==> src/rtl/mem_arb_pkg.sv <==
// Shared types and constants for the memory-bus arbiter.
// Latency: n/a (declarations only).
// Backpressure: n/a.
package mem_arb_pkg;

  typedef enum logic [2:0] {
    ST_IDLE,
    ST_ISSUE,
    ST_RDATA,
    ST_WACK,
    ST_RESP
  } state_e;

  localparam int BEATS       = 8;   // beats per cache line
  localparam int BEAT_W      = 3;   // width of the beat counter
  localparam int OFFSET_BITS = 6;   // byte-offset bits inside a 64-byte line
  localparam int MAX_ADDR_W  = 64;

  // Align an address down to the start of its cache line.
  function automatic logic [MAX_ADDR_W-1:0] line_addr(input logic [MAX_ADDR_W-1:0] addr);
    return addr & ~((MAX_ADDR_W'(1) << OFFSET_BITS) - MAX_ADDR_W'(1));
  endfunction

endpackage

==> src/rtl/rr_arb2.sv <==
// Two-way round-robin pick between pending ports; favours the port not granted last.
// Latency: combinational.
// Backpressure: none; the caller decides when the grant is consumed.
//   pend_i      pending request per port
//   last_gnt_i  port granted most recently
//   gnt_port_o  winning port, gnt_valid_o  at least one port pending
module rr_arb2 (
  input  logic [1:0] pend_i,
  input  logic       last_gnt_i,
  output logic       gnt_port_o,
  output logic       gnt_valid_o
);

  always_comb begin
    gnt_valid_o = |pend_i;
    case (pend_i)
      2'b01:   gnt_port_o = 1'b0;
      2'b10:   gnt_port_o = 1'b1;
      2'b11:   gnt_port_o = ~last_gnt_i;
      default: gnt_port_o = 1'b0;
    endcase
  end

endmodule

==> src/rtl/mem_arbiter.sv <==
// Shares one beat-based memory bus between the I-cache (port 0) and D-cache (port 1).
// Latency: read response 11 cycles after req, write response 4 cycles after req (immediate gnt, back-to-back beats).
// Backpressure: bus_req held until bus_gnt; each port holds one pending request, extra reqs while pending are dropped.
//   req_*_i      one-cycle request pulse per port with write flag, address and write data
//   rsp_*_o      per-port one-cycle completion pulse and last returned line
//   bus_*        single outstanding bus transaction: request/grant, read beats, write ack
module mem_arbiter
  import mem_arb_pkg::*;
#(
  parameter int ADDRESSSIZE = 64,
  parameter int WIDTH       = 64,
  parameter int BLOCKSZ     = 512
) (
  input  logic                        clk_i,
  input  logic                        rst_ni,
  input  logic [1:0]                  req_i,
  input  logic [1:0]                  req_wr_en_i,
  input  logic [1:0][ADDRESSSIZE-1:0] req_addr_i,
  input  logic [1:0][WIDTH-1:0]       req_wdata_i,
  output logic [1:0][BLOCKSZ-1:0]     rsp_data_o,
  output logic [1:0]                  rsp_valid_o,
  output logic                        bus_req_o,
  output logic [ADDRESSSIZE-1:0]      bus_addr_o,
  output logic                        bus_we_o,
  output logic [WIDTH-1:0]            bus_wdata_o,
  input  logic                        bus_gnt_i,
  input  logic [WIDTH-1:0]            bus_rdata_i,
  input  logic                        bus_rvalid_i,
  input  logic                        bus_wack_i
);

  state_e                        state_q;
  logic [1:0]                    pend_q, pend_d;
  logic [1:0]                    pwe_q;
  logic [1:0][ADDRESSSIZE-1:0]   paddr_q;
  logic [1:0][WIDTH-1:0]         pwdata_q;
  logic                          last_gnt_q;
  logic                          cur_port_q;
  logic                          cur_we_q;
  logic [BEAT_W-1:0]             beat_q;
  logic [BLOCKSZ-1:0]            line_q, line_d;
  logic [1:0][BLOCKSZ-1:0]       rsp_data_q;
  logic [1:0]                    rsp_valid_q;
  logic                          bus_req_q;
  logic [ADDRESSSIZE-1:0]        bus_addr_q;
  logic                          bus_we_q;
  logic [WIDTH-1:0]              bus_wdata_q;

  logic                          gnt_port;
  logic                          gnt_valid;
  logic                          grant;
  logic [1:0]                    take;

  rr_arb2 u_rr_arb2 (
    .pend_i      (pend_q),
    .last_gnt_i  (last_gnt_q),
    .gnt_port_o  (gnt_port),
    .gnt_valid_o (gnt_valid)
  );

  assign grant = (state_q == ST_IDLE) && gnt_valid;

  always_comb begin
    take   = 2'b00;
    pend_d = pend_q;
    for (int p = 0; p < 2; p++) begin
      // A port whose pending slot empties this cycle may refill it in the same cycle,
      // so a req coinciding with its own grant is not lost.
      take[p] = req_i[p] && (!pend_q[p] || (grant && (gnt_port == p[0])));
      if (grant && (gnt_port == p[0])) pend_d[p] = 1'b0;
      if (take[p])                     pend_d[p] = 1'b1;
    end
  end

  // Line with the current beat merged in, so the final beat is already part
  // of the line that gets copied into rsp_data on the RDATA->RESP edge.
  always_comb begin
    line_d = line_q;
    if (state_q == ST_RDATA && bus_rvalid_i) begin
      line_d[int'(beat_q)*WIDTH +: WIDTH] = bus_rdata_i;
    end
  end

  // Pending request latches.
  always_ff @(posedge clk_i or negedge rst_ni) begin
    if (!rst_ni) begin
      pend_q   <= '0;
      pwe_q    <= '0;
      paddr_q  <= '0;
      pwdata_q <= '0;
    end else begin
      pend_q <= pend_d;
      for (int p = 0; p < 2; p++) begin
        if (take[p]) begin
          pwe_q[p]    <= req_wr_en_i[p];
          pwdata_q[p] <= req_wdata_i[p];
          paddr_q[p]  <= req_wr_en_i[p] ? req_addr_i[p]
                         : ADDRESSSIZE'(line_addr(MAX_ADDR_W'(req_addr_i[p])));
        end
      end
    end
  end

  // Transaction FSM with registered bus and response outputs.
  always_ff @(posedge clk_i or negedge rst_ni) begin
    if (!rst_ni) begin
      state_q     <= ST_IDLE;
      last_gnt_q  <= 1'b1;
      cur_port_q  <= 1'b0;
      cur_we_q    <= 1'b0;
      beat_q      <= '0;
      line_q      <= '0;
      rsp_data_q  <= '0;
      rsp_valid_q <= '0;
      bus_req_q   <= 1'b0;
      bus_addr_q  <= '0;
      bus_we_q    <= 1'b0;
      bus_wdata_q <= '0;
    end else begin
      line_q <= line_d;
      case (state_q)
        ST_IDLE: begin
          if (grant) begin
            cur_port_q  <= gnt_port;
            cur_we_q    <= pwe_q[gnt_port];
            last_gnt_q  <= gnt_port;
            bus_req_q   <= 1'b1;
            bus_addr_q  <= paddr_q[gnt_port];
            bus_we_q    <= pwe_q[gnt_port];
            bus_wdata_q <= pwdata_q[gnt_port];
            state_q     <= ST_ISSUE;
          end
        end
        ST_ISSUE: begin
          if (bus_gnt_i) begin
            bus_req_q   <= 1'b0;
            bus_addr_q  <= '0;
            bus_we_q    <= 1'b0;
            bus_wdata_q <= '0;
            beat_q      <= '0;
            state_q     <= cur_we_q ? ST_WACK : ST_RDATA;
          end
        end
        ST_RDATA: begin
          if (bus_rvalid_i) begin
            beat_q <= beat_q + 1'b1;
            if (beat_q == BEAT_W'(BEATS-1)) begin
              rsp_data_q[cur_port_q]  <= line_d;
              rsp_valid_q[cur_port_q] <= 1'b1;
              state_q                 <= ST_RESP;
            end
          end
        end
        ST_WACK: begin
          if (bus_wack_i) begin
            rsp_valid_q[cur_port_q] <= 1'b1;
            state_q                 <= ST_RESP;
          end
        end
        ST_RESP: begin
          rsp_valid_q <= '0;
          state_q     <= ST_IDLE;
        end
        default: state_q <= ST_IDLE;
      endcase
    end
  end

  assign rsp_data_o  = rsp_data_q;
  assign rsp_valid_o = rsp_valid_q;
  assign bus_req_o   = bus_req_q;
  assign bus_addr_o  = bus_addr_q;
  assign bus_we_o    = bus_we_q;
  assign bus_wdata_o = bus_wdata_q;

endmodule
==> config.mk <==
export PLATFORM = sky130hd
export DESIGN_NAME = mem_arbiter
export DESIGN_NICKNAME = d
export VERILOG_FILES = /design/src/rtl/mem_arb_pkg.sv /design/src/rtl/rr_arb2.sv /design/src/rtl/mem_arbiter.sv
export SDC_FILE = /design/constraint.sdc
export NUM_CORES = 2
export LEC_CHECK = 0
export ABC_AREA = 1
export CAP_MARGIN = 40
export CORE_AREA = 2 2 575 577
export DETAILED_ROUTE_END_ITERATION = 16
export DIE_AREA = 0 0 577 579
export SLEW_MARGIN = 5
export SYNTH_ARGS = -nofsm -noshare
export SYNTH_HDL_FRONTEND = slang
export SYNTH_HIERARCHICAL = 1
export SYNTH_SLANG_ARGS = --single-unit
==> constraint.sdc <==
create_clock -name clk_i -period 2.7 [get_ports clk_i]
set_input_delay 0.405 -clock clk_i [delete_from_list [all_inputs] [get_ports clk_i]]
set_output_delay 0.405 -clock clk_i [all_outputs]
set_load 0.01 [all_outputs]
==> reports/metrics.cfg <==
[die]
chipHeight_um = 579
placementRows = 211
die_w_um = 577
core_area_um2 = 329000
start_util_pct = 24.4
floorplan.die_area_um2 = 334000
boundaryPins = 1485

[global_routing]
antenna_violations_before_repair = 48
globalRoute.totalOverflow = 0
grt.total_usage_pct = 24.0
pin_count_of_the_biggest_net_entering_global_routing = 133
first_global_vias = 70000
grt_first_pass_wirelength_um = 566000

[placed_design]
post-place-ws_ns = -0.145
port_buffers = 1484
cells_after_dpl = 14900
placer_s_final_routability_congestion_estimate = 0.895
dp.final_hpwl_um = 305000

[worst_setup_path]
regToRegEndpoint = rsp_data_o[578]
path_class = flip-flop to primary output
ff2ff_path_depth = 9
crit_chain = clkdlybuf4s50_1
worst_ep_arrival_time_ns = 2.22
timing.critical_path.from_type = flip-flop
ff2ff_setup_slack_ns = 0.11
cp_data_required_time_ns = 2.30
critical_path_cell_with_the_highest_stage_delay = sky130_fd_sc_hd__clkdlybuf4s50_1
worst_path_largest_cell_delay_ns = 0.96
path_delay_family = buffers and inverters
cp_num_buf_inv = 1
critPathMaxFanout = 2
critical_path.reg2reg.startpoint = beat_q[1]
worst_setup_path_end_kind = primary output

[drt]
avgViaCountPerCell = 4.72
routed_length_per_placed_instance_um = 26.8
drt-pass1-iter-count = 6
antenna_violating_nets_post_route = 0
routed_wirelength_um = 413000
drt_drc_violations_left = 0
drt-initial-drc-count = 6983
via_count = 72900

[clock_network]
cts-root-buf = sky130_fd_sc_hd__clkbuf_16
tritoncts_clock_tree = yes
cts_max_level = 4
clock-sinks = 1937
clk_pin_slew_ns = 0.06
clockBufferDepth = 4
post-cts-setup-buffer-count = 0
numCtsBuffers = 217
clk-insertion-delay-late_ns = 0.92

[status]
run_status = finished, final reports clean

[yosys]
library_cell_with_the_highest_instance_count_after_synthesis = sky130_fd_sc_hd__nand2_1
synthMuxAreaShare_pct = 0
synth_top_family_by_area = simple AND/OR/NAND/NOR gates
dominantRegCellSynth = sky130_fd_sc_hd__dfrtp_1
post_synth_edffs = 0
synth_fp_nets = 9558
synthSimpleGateAreaFrac_pct = 32.5
syn_inst = 9222
synth_sequential_area_ratio_pct = 60.5
syn-cell-area_um2 = 80100
synth_xor_area_share_pct = 0
post_synth_adder_cell_area_pct = 0.109
leading_area_contributor_after_synthesis = sky130_fd_sc_hd__dfrtp_1
synth_compound_area_share_pct = 1.59
synth-async-reset-ratio_pct = 100
yosysWarnings = 6
netlist_top_cells_count = sky130_fd_sc_hd__nand2_1, sky130_fd_sc_hd__dfrtp_1, sky130_fd_sc_hd__nand3_1, sky130_fd_sc_hd__inv_1, sky130_fd_sc_hd__and2_1
count_of_state_elements_after_synthesis = 1937
synth.top_cells.by_area = sky130_fd_sc_hd__dfrtp_1, sky130_fd_sc_hd__nand2_1, sky130_fd_sc_hd__nand3_1
yosys.cell_types.count = 28
syn_avg_cell_area_um2 = 8.69
synthDominantCellAreaShare_pct = 60.4

[timing]
maxSlewViolCount = 0
fin_worst_hold_slack_ns = 0.0842
max-slew-margin-rel_pct = 40.6
setup_repair_after_global_routing_missed_its_margin = false
worstMarginPinSlew_ns = 0.892
layout_setup_ws_ns = 0.0751
fmax_mhz = 381
final_hold_viol_count = 0
layout_worst_path_cycle_share_pct = 97.2
min_period_ns = 2.62
clock-skew-final_ns = 0.0834
finalSetupViolCount = 0

[cells_and_area]
layout-area-overhead-vs-synth_pct = 38.7
drive_gt1_share_pct = 7.32
regArea_um2 = 48500
total_area_of_multi_input_combinational_cells_um2 = 27600
layoutNonFillerInstCount = 15400
nFillCells = 34100
post_route_utilization_pct = 33.8
design.final.nets = 11200

[power_and_ir_drop]
ir_drop_mv = 1.04
p_leak_nw = 54.5
p_total_w = 0.0950
powerDensity_nw_per_um2 = 854

[worst_hold_path]
hold_class = input pin to flip-flop
worst_hold_path.endpoint = line_q[3]
hold_path_depth = 3
holdCritStartpoint = bus_rdata_i[3]

[job]
cap_violations = 0

-- state kept, by name, indices dropped and copies added, names as in the netlist, 2 cells and up --
register and flops:
pwe_q 2, state_q 3, pend_q 2, beat_q 3, bus_wdata_o 64, rsp_valid_o 2
line_q 512, bus_addr_o 64, rsp_data_o 1024, paddr_q 128, pwdata_q 128
-- cells by family (layout without fill, tap and decap cells) --
kind of cell | after synthesis | after routing
buf+inv | 1039 | 2838
simple gates | 6018 | 6018
other cells | 0 | 44
fa+ha+maj | 7 | 7
flops | 1937 | 1937
compound gates | 221 | 221
-- per-layer routing --
layer	routed length, um	track usage [%]
met5	57	0
met4	27400	14.0
met3	37700	6.50
met2	187000	37.8
met1	161000	29.5
-- timing repair --
| item | 4_1_cts | 5_1_grt |
|---|---|---|
| resized for setup | 3 | 4 |
| endpoints found under the hold margin | 1102 | 0 |
| hold buffers | 127 | 0 |
| endpoints found under the setup margin | 10 | 266 |
-- how the worst max path moves through the flow --
stage,start,endpoint,cells past startpoint
5_1_grt,beat_q[1],rsp_data_o[578],11
3_5_place_dp,bus_rvalid_i,rsp_data_o[706],8
3_3_place_gp,bus_rvalid_i,rsp_data_o[800],8
6_report,rsp_data_o[795],rsp_data_o[795],1
4_1_cts,rsp_data_o[741],rsp_data_o[741],1
2_1_floorplan,beat_q[0],line_q[388],10
-- cell type report --
cell class                      count  share of cell area, %
Sequential cell                  1937                   43.6
Multi-Input combinational cell   6246                   24.8
Timing Repair Buffer             1976                   18.5
Clock buffer                      308                   5.60
Tap cell                         4366                   4.91
Inverter                          470                   1.61
Clock inverter                     84                  0.873
Antenna cell                       44                 0.0990
-- power by group --
| group | total, W | switching (W) | internal [W] |
|---|---|---|---|
| Clock | 0.0305 | 0.0132 | 0.0173 |
| Sequential | 0.0372 | 0.00258 | 0.0346 |
| Combinational | 0.0273 | 0.0184 | 0.00896 |
-- stage by stage --
stage	instance area, um2	TNS, ns
3_5_place_dp	103000	-16.30
3_3_place_gp	103000	-3.02
4_1_cts	111000	0
2_1_floorplan	80100	0
5_1_grt	111000	0
6_report	111000	0
-- placed cells by master (no fill, tap or decap), types with 64 or more instances in the layout --
| cell type | n |
|---|---|
| sky130_fd_sc_hd__nand3_1 | 1919 |
| sky130_fd_sc_hd__dfrtp_1 | 1935 |
| sky130_fd_sc_hd__nand2_1 | 3675 |
| sky130_fd_sc_hd__inv_1 | 461 |
| sky130_fd_sc_hd__dlygate4sd3_1 | 127 |
| sky130_fd_sc_hd__clkbuf_16 | 218 |
| sky130_fd_sc_hd__buf_12 | 150 |
| sky130_fd_sc_hd__and2_1 | 384 |
| sky130_fd_sc_hd__clkdlybuf4s50_1 | 1431 |
| sky130_fd_sc_hd__o21ai_0 | 148 |
| sky130_fd_sc_hd__o21bai_1 | 64 |
| sky130_fd_sc_hd__buf_4 | 219 |
No activity file was read; power rests on OpenSTA's default activity.
